`config.mk`:
```
export PLATFORM = sky130hd
export DESIGN_NAME = sprite_rom_arbiter
export DESIGN_NICKNAME = d
export VERILOG_FILES = /design/src/rtl/sprite_arb_pkg.sv /design/src/rtl/sprite_rom_arbiter_rr_picker.sv /design/src/rtl/sprite_rom_arbiter.sv
export SDC_FILE = /design/constraint.sdc
export NUM_CORES = 1
export LEC_CHECK = 0
export BUFFER_PORTS_ARGS = -buffer_cell sky130_fd_sc_hd__buf_2
export CORE_UTILIZATION = 54
export DETAILED_ROUTE_END_ITERATION = 10
export PLACE_DENSITY = 0.87
export RECOVER_POWER = 25
export SLEW_MARGIN = 20
export SYNTH_ARGS = -nofsm -noshare
export SYNTH_HDL_FRONTEND = slang
export SYNTH_SLANG_ARGS = --single-unit
```
`constraint.sdc`:
```
create_clock -name vga_clk -period 6.4 [get_ports vga_clk]
set_clock_uncertainty 0.1 [all_clocks]
set_input_delay 1.92 -clock vga_clk [delete_from_list [all_inputs] [get_ports vga_clk]]
set_output_delay 1.92 -clock vga_clk [all_outputs]
set_load 0.005 [all_outputs]
```
`src/rtl/sprite_arb_pkg.sv`:
```
// Shared types and default sizes for the sprite ROM arbiter.
package sprite_arb_pkg;

    typedef enum logic {
        ARB    = 1'b0,
        LOCKED = 1'b1
    } arb_state_t;

    localparam int unsigned NUM_REQ_DEF   = 4;
    localparam int unsigned ADDR_W_DEF    = 10;
    localparam int unsigned DATA_W_DEF    = 8;
    localparam int unsigned MAX_BURST_DEF = 32;

endpackage

```
`src/rtl/sprite_rom_arbiter_rr_picker.sv`:
```
// Round-robin priority encoder: grants the first requester at or after ptr+1 (mod NUM_REQ).
//   req   : request vector
//   ptr   : last granted requester
//   grant : one-hot grant, zero when no request
//   any   : at least one request present
module rr_picker
    import sprite_arb_pkg::*;
#(
    parameter int unsigned NUM_REQ = NUM_REQ_DEF
) (
    input  logic [NUM_REQ-1:0]         req,
    input  logic [$clog2(NUM_REQ)-1:0] ptr,
    output logic [NUM_REQ-1:0]         grant,
    output logic                       any
);

    localparam int unsigned PTR_W = $clog2(NUM_REQ);

    logic             found;
    logic [PTR_W-1:0] idx;

    // Walk the ring starting just after ptr; the first hit wins.
    always_comb begin
        grant = '0;
        found = 1'b0;
        idx   = '0;
        for (int unsigned k = 1; k <= NUM_REQ; k++) begin
            idx = PTR_W'((32'(ptr) + k) % NUM_REQ);
            if (!found && req[idx]) begin
                grant[idx] = 1'b1;
                found      = 1'b1;
            end
        end
    end

    assign any = |req;

endmodule

```
`src/rtl/sprite_rom_arbiter.sv`:
```
// Shares one falling-edge-registered sprite ROM between NUM_REQ sprite drawers.
// Round-robin arbitration with optional bounded burst lock; fixed 2-cycle read latency.
//   vga_clk, reset_n : pixel clock, async active-low reset
//   req, lock, addr  : per-requester read request, burst lock, read address
//   gnt              : combinational one-hot grant (accept = req & gnt at rising edge)
//   rvalid, rdata    : registered one-hot return valid and shared ROM data
//   rom_address      : registered ROM address; rom_q : ROM output
module sprite_rom_arbiter
    import sprite_arb_pkg::*;
#(
    parameter int unsigned NUM_REQ   = NUM_REQ_DEF,
    parameter int unsigned ADDR_W    = ADDR_W_DEF,
    parameter int unsigned DATA_W    = DATA_W_DEF,
    parameter int unsigned MAX_BURST = MAX_BURST_DEF
) (
    input  logic                      vga_clk,
    input  logic                      reset_n,
    input  logic [NUM_REQ-1:0]        req,
    input  logic [NUM_REQ-1:0]        lock,
    input  logic [NUM_REQ*ADDR_W-1:0] addr,
    output logic [NUM_REQ-1:0]        gnt,
    output logic [NUM_REQ-1:0]        rvalid,
    output logic [DATA_W-1:0]         rdata,
    output logic [ADDR_W-1:0]         rom_address,
    input  logic [DATA_W-1:0]         rom_q
);

    localparam int unsigned PTR_W   = $clog2(NUM_REQ);
    localparam int unsigned CNT_RAW = $clog2(MAX_BURST + 1);
    localparam int unsigned CNT_W   = (CNT_RAW > 6) ? CNT_RAW : 6;

    arb_state_t         state, state_nxt;
    logic [PTR_W-1:0]   owner, owner_nxt;
    logic [PTR_W-1:0]   rr_ptr, rr_ptr_nxt;
    logic [CNT_W-1:0]   burst_cnt, burst_cnt_nxt;

    logic [NUM_REQ-1:0] pick_grant;
    logic               pick_any;
    logic [PTR_W-1:0]   pick_idx;
    logic [NUM_REQ-1:0] gnt_c;
    logic [PTR_W-1:0]   acc_idx;
    logic               others_req;
    logic               accept;

    logic               id1_vld;
    logic [PTR_W-1:0]   id1;

    rr_picker #(.NUM_REQ(NUM_REQ)) u_picker (
        .req   (req),
        .ptr   (rr_ptr),
        .grant (pick_grant),
        .any   (pick_any)
    );

    // Binary index of the round-robin winner.
    always_comb begin
        pick_idx = '0;
        for (int unsigned i = 0; i < NUM_REQ; i++) begin
            if (pick_grant[i]) begin
                pick_idx = PTR_W'(i);
            end
        end
    end

    assign others_req = |(req & ~(NUM_REQ'(1) << owner));

    // Next-state and grant logic.
    always_comb begin
        state_nxt     = state;
        owner_nxt     = owner;
        rr_ptr_nxt    = rr_ptr;
        burst_cnt_nxt = burst_cnt;
        gnt_c         = '0;
        acc_idx       = owner;
        case (state)
            ARB: begin
                acc_idx = pick_idx;
                if (pick_any) begin
                    gnt_c      = pick_grant;
                    rr_ptr_nxt = pick_idx;
                    if (lock[pick_idx]) begin
                        state_nxt     = LOCKED;
                        owner_nxt     = pick_idx;
                        burst_cnt_nxt = CNT_W'(1);
                    end
                end
            end
            LOCKED: begin
                // Counts every locked cycle, saturating at the burst bound.
                if (burst_cnt < CNT_W'(MAX_BURST)) begin
                    burst_cnt_nxt = burst_cnt + CNT_W'(1);
                end
                if (!lock[owner]) begin
                    // Unlocked final read (if any); arbitration resumes next cycle.
                    gnt_c[owner] = req[owner];
                    state_nxt    = ARB;
                end else if ((burst_cnt >= CNT_W'(MAX_BURST)) && others_req) begin
                    // Forced release: one bubble cycle with no grant.
                    state_nxt = ARB;
                end else begin
                    gnt_c[owner] = req[owner];
                end
            end
            default: state_nxt = ARB;
        endcase
    end

    assign gnt    = reset_n ? gnt_c : '0;
    assign accept = |gnt_c;

    // Arbitration state register.
    always_ff @(posedge vga_clk or negedge reset_n) begin
        if (!reset_n) begin
            state     <= ARB;
            owner     <= '0;
            rr_ptr    <= PTR_W'(NUM_REQ - 1);
            burst_cnt <= '0;
        end else begin
            state     <= state_nxt;
            owner     <= owner_nxt;
            rr_ptr    <= rr_ptr_nxt;
            burst_cnt <= burst_cnt_nxt;
        end
    end

    // Address stage then return stage; the id rides alongside the ROM access.
    always_ff @(posedge vga_clk or negedge reset_n) begin
        if (!reset_n) begin
            rom_address <= '0;
            id1_vld     <= 1'b0;
            id1         <= '0;
            rvalid      <= '0;
            rdata       <= '0;
        end else begin
            id1_vld <= accept;
            if (accept) begin
                rom_address <= addr[32'(acc_idx) * ADDR_W +: ADDR_W];
                id1         <= acc_idx;
            end
            rvalid <= id1_vld ? (NUM_REQ'(1) << id1) : '0;
            if (id1_vld) begin
                rdata <= rom_q;
            end
        end
    end

endmodule

```
* Word-level counts from Yosys, hierarchy flattened *
Index checks and enable logic that the tools add are counted.

word-level totals
  bits in registers = 36
  input port bits = 58
  output and inout bits = 26

cells by class
  add/subtract/negate cells = 5
  $mul = 1
  magnitude comparators = 13
  equal/unequal tests = 3
  shifts and indexed selects = 3
  mux-type cells = 50
  bitwise operators = 7
  reductions and logical operators = 18

operator list
  cell                   count
  $shiftx A40 B7 Y10     1
  $mux W4                9
  $mux W1                20
  $lt A2 B3 Y1 const B   6
  $mux W6                3
  $bmux W1 S2            7
  $or A4 B4 Y4           3
  $pmux W6 S2            1
  $reduce_or A4 Y1       3
  $demux W1 S2           5
  $ge A2 B1 Y1 const B   5
  $logic_and A1 B1 Y1    9
  $and A4 B4 Y4          2
  $pmux W4 S2            1
  $shl A1 B2 Y4 const A  2
  $add A6 B1 Y6 const B  1
  $ge A6 B6 Y1 const B   1
  $lt A6 B6 Y1 const B   1
  $mux W2                3
  $reduce_and A3 Y1      2
  $mul A2 B3 Y5 const B  1
  $add A2 B1 Y2 const B  2
  $add A2 B2 Y2 const B  2
  $ne A2 B2 Y1 const B   2
  other kinds (6)        8

* Logic depth before layout (Yosys ltp) *
  depth in word-level cells = 21
  mapped depth = 11

* Modules after synthesis *
Synthesis repeated with hierarchy kept, for this count alone.

unflattened totals
  cells, all modules = 193
  area total of the unflattened synthesis = 2386.0 µm²

modules (own cells, without submodules)
  module              times used  cells an instance  area each (µm²)  sequential area each (µm²)
  sprite_rom_arbiter  1           154                2020.7           903.4
  rr_picker           1           39                 365.4            0.0

* Worst setup path after synthesis *
No wires, ideal clock.

  path type = input -> output
  from = input req[2]
  to = output gnt[1]
  data arrival time = 3469 ps
  required time = 4380 ps
  slack = 911 ps
  stages on the path = 7
  cells stage by stage = mux4_2 > buf_2 > nor4b_1 > nand2_1 > a21oi_1 > a21oi_1 > nor2b_1

on the way
  longest elaborated chain between the ends = 15
  elaborated cells between the ends (all ways) = 36
  classes of those cells = 22 x mux; 5 x bitwise; 9 x reduce/logical

ends and longest elaborated chain
  what                           RTL line                            source
  start: declaration             sprite_rom_arbiter.sv:18            input logic [NUM_REQ-1:0] req,
  $bmux W1 S2                    sprite_rom_arbiter_rr_picker.sv:29  if (!found && req[idx]) begin
  $mux W1 (implied by the code)  sprite_rom_arbiter_rr_picker.sv:29
  $mux W1                        sprite_rom_arbiter_rr_picker.sv:29
  $logic_not A1 Y1               sprite_rom_arbiter_rr_picker.sv:29
  $logic_and A1 B1 Y1            sprite_rom_arbiter_rr_picker.sv:29
  $mux W1                        sprite_rom_arbiter_rr_picker.sv:29
  $logic_not A1 Y1               sprite_rom_arbiter_rr_picker.sv:29
  $logic_and A1 B1 Y1            sprite_rom_arbiter_rr_picker.sv:29
  $mux W1                        sprite_rom_arbiter_rr_picker.sv:29
  $logic_not A1 Y1               sprite_rom_arbiter_rr_picker.sv:29
  $logic_and A1 B1 Y1            sprite_rom_arbiter_rr_picker.sv:29
  $mux W4                        sprite_rom_arbiter_rr_picker.sv:29
  $mux W4                        sprite_rom_arbiter.sv:78            if (pick_any) begin
  $pmux W4 S2 (*)                sprite_rom_arbiter.sv:75            case (state)
  $mux W4 (*)                    sprite_rom_arbiter.sv:108           assign gnt = reset_n ? gnt_c : '0;
  end: declaration               sprite_rom_arbiter.sv:21            output logic [NUM_REQ-1:0] gnt,

Mark *: on every way between the ends. The rest lies on a longest branch, timed or not. The select of a mux whose other input is x is not followed.

* Worst setup path after layout *
  from = input req[0]
  to = output gnt[1]

Same word-level chain as after synthesis.

==> flow_summary.json <==
{
  "die_area_sq_um": 4680,
  "routed-via-count": 2194,
  "worst_ep_required_ps": 4380,
  "timing.critical_path.fanout_max": 11,
  "critPathSlowestCell": "mux4_2",
  "route.detailed.vias_per_inst": 5.96,
  "hpwl_um": 4580,
  "slew_headroom": 0.0805,
  "crit_chain": "buf_2, mux4_2, nor4b_1, nand2_1, a21oi_1, a21oi_1, nor2b_1, buf_2",
  "ys_async_sr_fraction": 1.00,
  "placement.io_buffers": 83,
  "floorplan.die.width_um": 68.4,
  "cts_buffer_depth": 2,
  "routed_wire_length_per_instance_um": 16.3,
  "yosysUniqueCellTypes": 59,
  "placeableCoreArea_sq_um": 4120,
  "final_min_period_over_clock_period": 0.938,
  "boundaryPins": 84,
  "grt_pass1_vias": 2064,
  "p_leak_nw": 1.48,
  "maxClockFrequency_mhz": 167,
  "synth.area.top_cells": "dfrtp_1, mux2i_1, mux4_2",
  "layout.core_utilization": 0.715,
  "die-height_um": 68.4,
  "worst_setup_hold_path_clk_slew_ps": 70,
  "hold_class": "reg2reg",
  "gpl.final_weighted_congestion": 0.964,
  "path_class": "in2out",
  "post_route_cells_drive_above_1_share": 0.365,
  "grt_start_max_net_pins": 28,
  "cts_root_buf": "clkbuf_8",
  "fillerInstances": 321,
  "max-vdd-ir-drop_mv": 0.307,
  "outcome": "completed",
  "syn_avg_cell_area_sq_um": 10.2,
  "yosys-top-cells-count": "dfrtp_1, mux2i_1, nand2_1",
  "finalSetupViolations": 0,
  "report.final.hold_viol_count": 0,
  "finalMaxSlewViolations": 0,
  "tritoncts.num_buffers": 5,
  "initial_utilization": 0.579,
  "cts.sink_count": 36,
  "rows": 23,
  "drc_errors": 0,
  "power.density_nw_per_um2": 588,
  "track_usage": 0.269,
  "timing.final.crit_period_ps": 6010,
  "critical_path.endpoint_type": "primary output",
  "timing.critical_path.from_type": "input port",
  "setup_tns_ps": 0,
  "synth_enable_flop_cells": 0,
  "cts_resized": 0,
  "drt.antenna.violating_nets": 0,
  "slowest_delay_ps": 590,
  "critical_path_arrival_ps": 3990,
  "flow.area_growth_from_synthesis_pct": 23.6,
  "grt_remaining_overflow": 0,
  "synthesis.area_sq_um": 2380,
  "rsz0062_at_grt": "no",
  "max_slew.worst_pin.slew_ps": 1380,
  "tritoncts": "built",
  "post-synth-top-count-cell": "dfrtp_1",
  "postSynth.topFlopCell": "dfrtp_1",
  "yosys.area.top_type_share": 0.357,
  "synthesis.yosys.warnings": 0,
  "synthDominantAreaCellType": "dfrtp_1",
  "worst_r2r_startpoint": "rr_ptr[0]$_DFFE_PN1P_",
  "synth_nets": 302,
  "syn_inst": 234,
  "min_from": "id1[0]$_DFFE_PN0P_",
  "post-cts-setup-buffers": 0,
  "wire_length_of_the_first_global_routing_pass_um": 9050,
  "worstSkewPairLatency_ps": 300,
  "critPathLaunch": "req[0]",
  "clock_tree.htree_level_count": 2,
  "antenna-diode-count": 0,
  "nets": 385,
  "synth.ff_latch_count": 36,
  "holdBufCountCts": 0,
  "drt_wl_total_um": 5980,
  "firstDrtPassIters": 4,
  "detailedRoute.firstIterationViolations": 158,
  "max_cap_viol_count": 0,
  "synth_sequential_area_ratio": 0.379,
  "antenna_violations_before_repair": 0
}
## area by class of cell
class	instances	area (sq um)	area share
flip-flops and latches	36	903	0.307
well taps	50	62.6	0.0212
multi-input cells	170	1360	0.463
inverters	18	67.6	0.0229
clock buffers	5	68.8	0.0234
repair buffers	86	437	0.148
clock inverters	3	42.5	0.0144
## worst max-delay path: cells and delay by family
| family | cells | cell delay [ps] |
|---|---|---|
| buffers and inverters | 2 | 270 |
| multiplexers | 1 | 590 |
| AND/OR/NAND/NOR | 3 | 820 |
| AO/OA/AOI/OAI | 2 | 400 |
## kinds of logic after synthesis
group | synth area share
muxes | 0.192
adders and majority gates | 0.0525
DFF | 0.379
buffers and inverters | 0.0483
and+or+nand+nor | 0.132
AOI/OAI and AO/OA | 0.189
xor gates and xnor gates | 0.00736
## power by group
part	internal, mW	switching (mW)	leakage (nW)
sequential	0.344	0.0963	0.438
clock	0.115	0.0868	0.0541
combinational	0.490	0.599	0.991
total	0.949	0.782	1.48
## stage by stage
stage	instance area, sq um	hold slack, ps	worst slack, ps	std cells	power (mW)
finish	2940	360	395	368	1.73
global route	2940	370	255	368	1.86
CTS	2950	359	456	368	1.73
detailed placement	2830	358	464	360	1.52
global placement	2830	333	568	360	1.47
floorplan	2380	315	911	234	1.24
## per-layer routing
metal / global-route usage / vias to the layer above / routed length, um
li1: - / 1041 / -
met1: 0.300 / 1030 / 2280
met2: 0.488 / 108 / 3120
met3: 0.0433 / 15 / 442
met4: 0.138 / 0 / 144
met5: 0 / - / 0
## placed cells by master (no fill, tap or decap), types with 3 or more instances in the layout
master / Yosys / final
buf_2: 2 / 82
dfrtp_1: 34 / 34
nand2_1: 22 / 22
mux2i_1: 22 / 22
inv_1: 18 / 18
nor2_1: 13 / 13
ha_1: 10 / 10
mux2_2: 9 / 9
nand3_1: 7 / 7
o221ai_1: 7 / 7
mux4_2: 6 / 6
a21oi_1: 6 / 6
o21ai_0: 6 / 6
clkbuf_8: 0 / 5
nor2b_1: 4 / 4
and3_1: 3 / 3
a311oi_1: 3 / 3
a2111oi_0: 3 / 3
a221oi_1: 3 / 3
buf_4: 0 / 3
## sequential cells by signal (all words and copies together), names as in the netlist
name,count
state,1
rdata,8
owner,2
rom_address,10
burst_cnt,6
rr_ptr,2
rvalid,4
id1,2
id1_vld,1
## final timing paths
kind	slack, ps	to	cells past startpoint
worst max register to register	1980	rom_address[0]$_DFFE_PN0P_	9
max in group asynchronous	3500	burst_cnt[1]$_DFFE_PN0P_	2
worst max-delay path	390	gnt[1]	8
worst min register to register	360	rvalid[2]$_DFF_PN0_	1
worst min-delay path	360	rvalid[2]$_DFF_PN0_	1
min in group asynchronous	1820	burst_cnt[5]$_DFFE_PN0P_	1
Power figures use the tool's default switching activity.
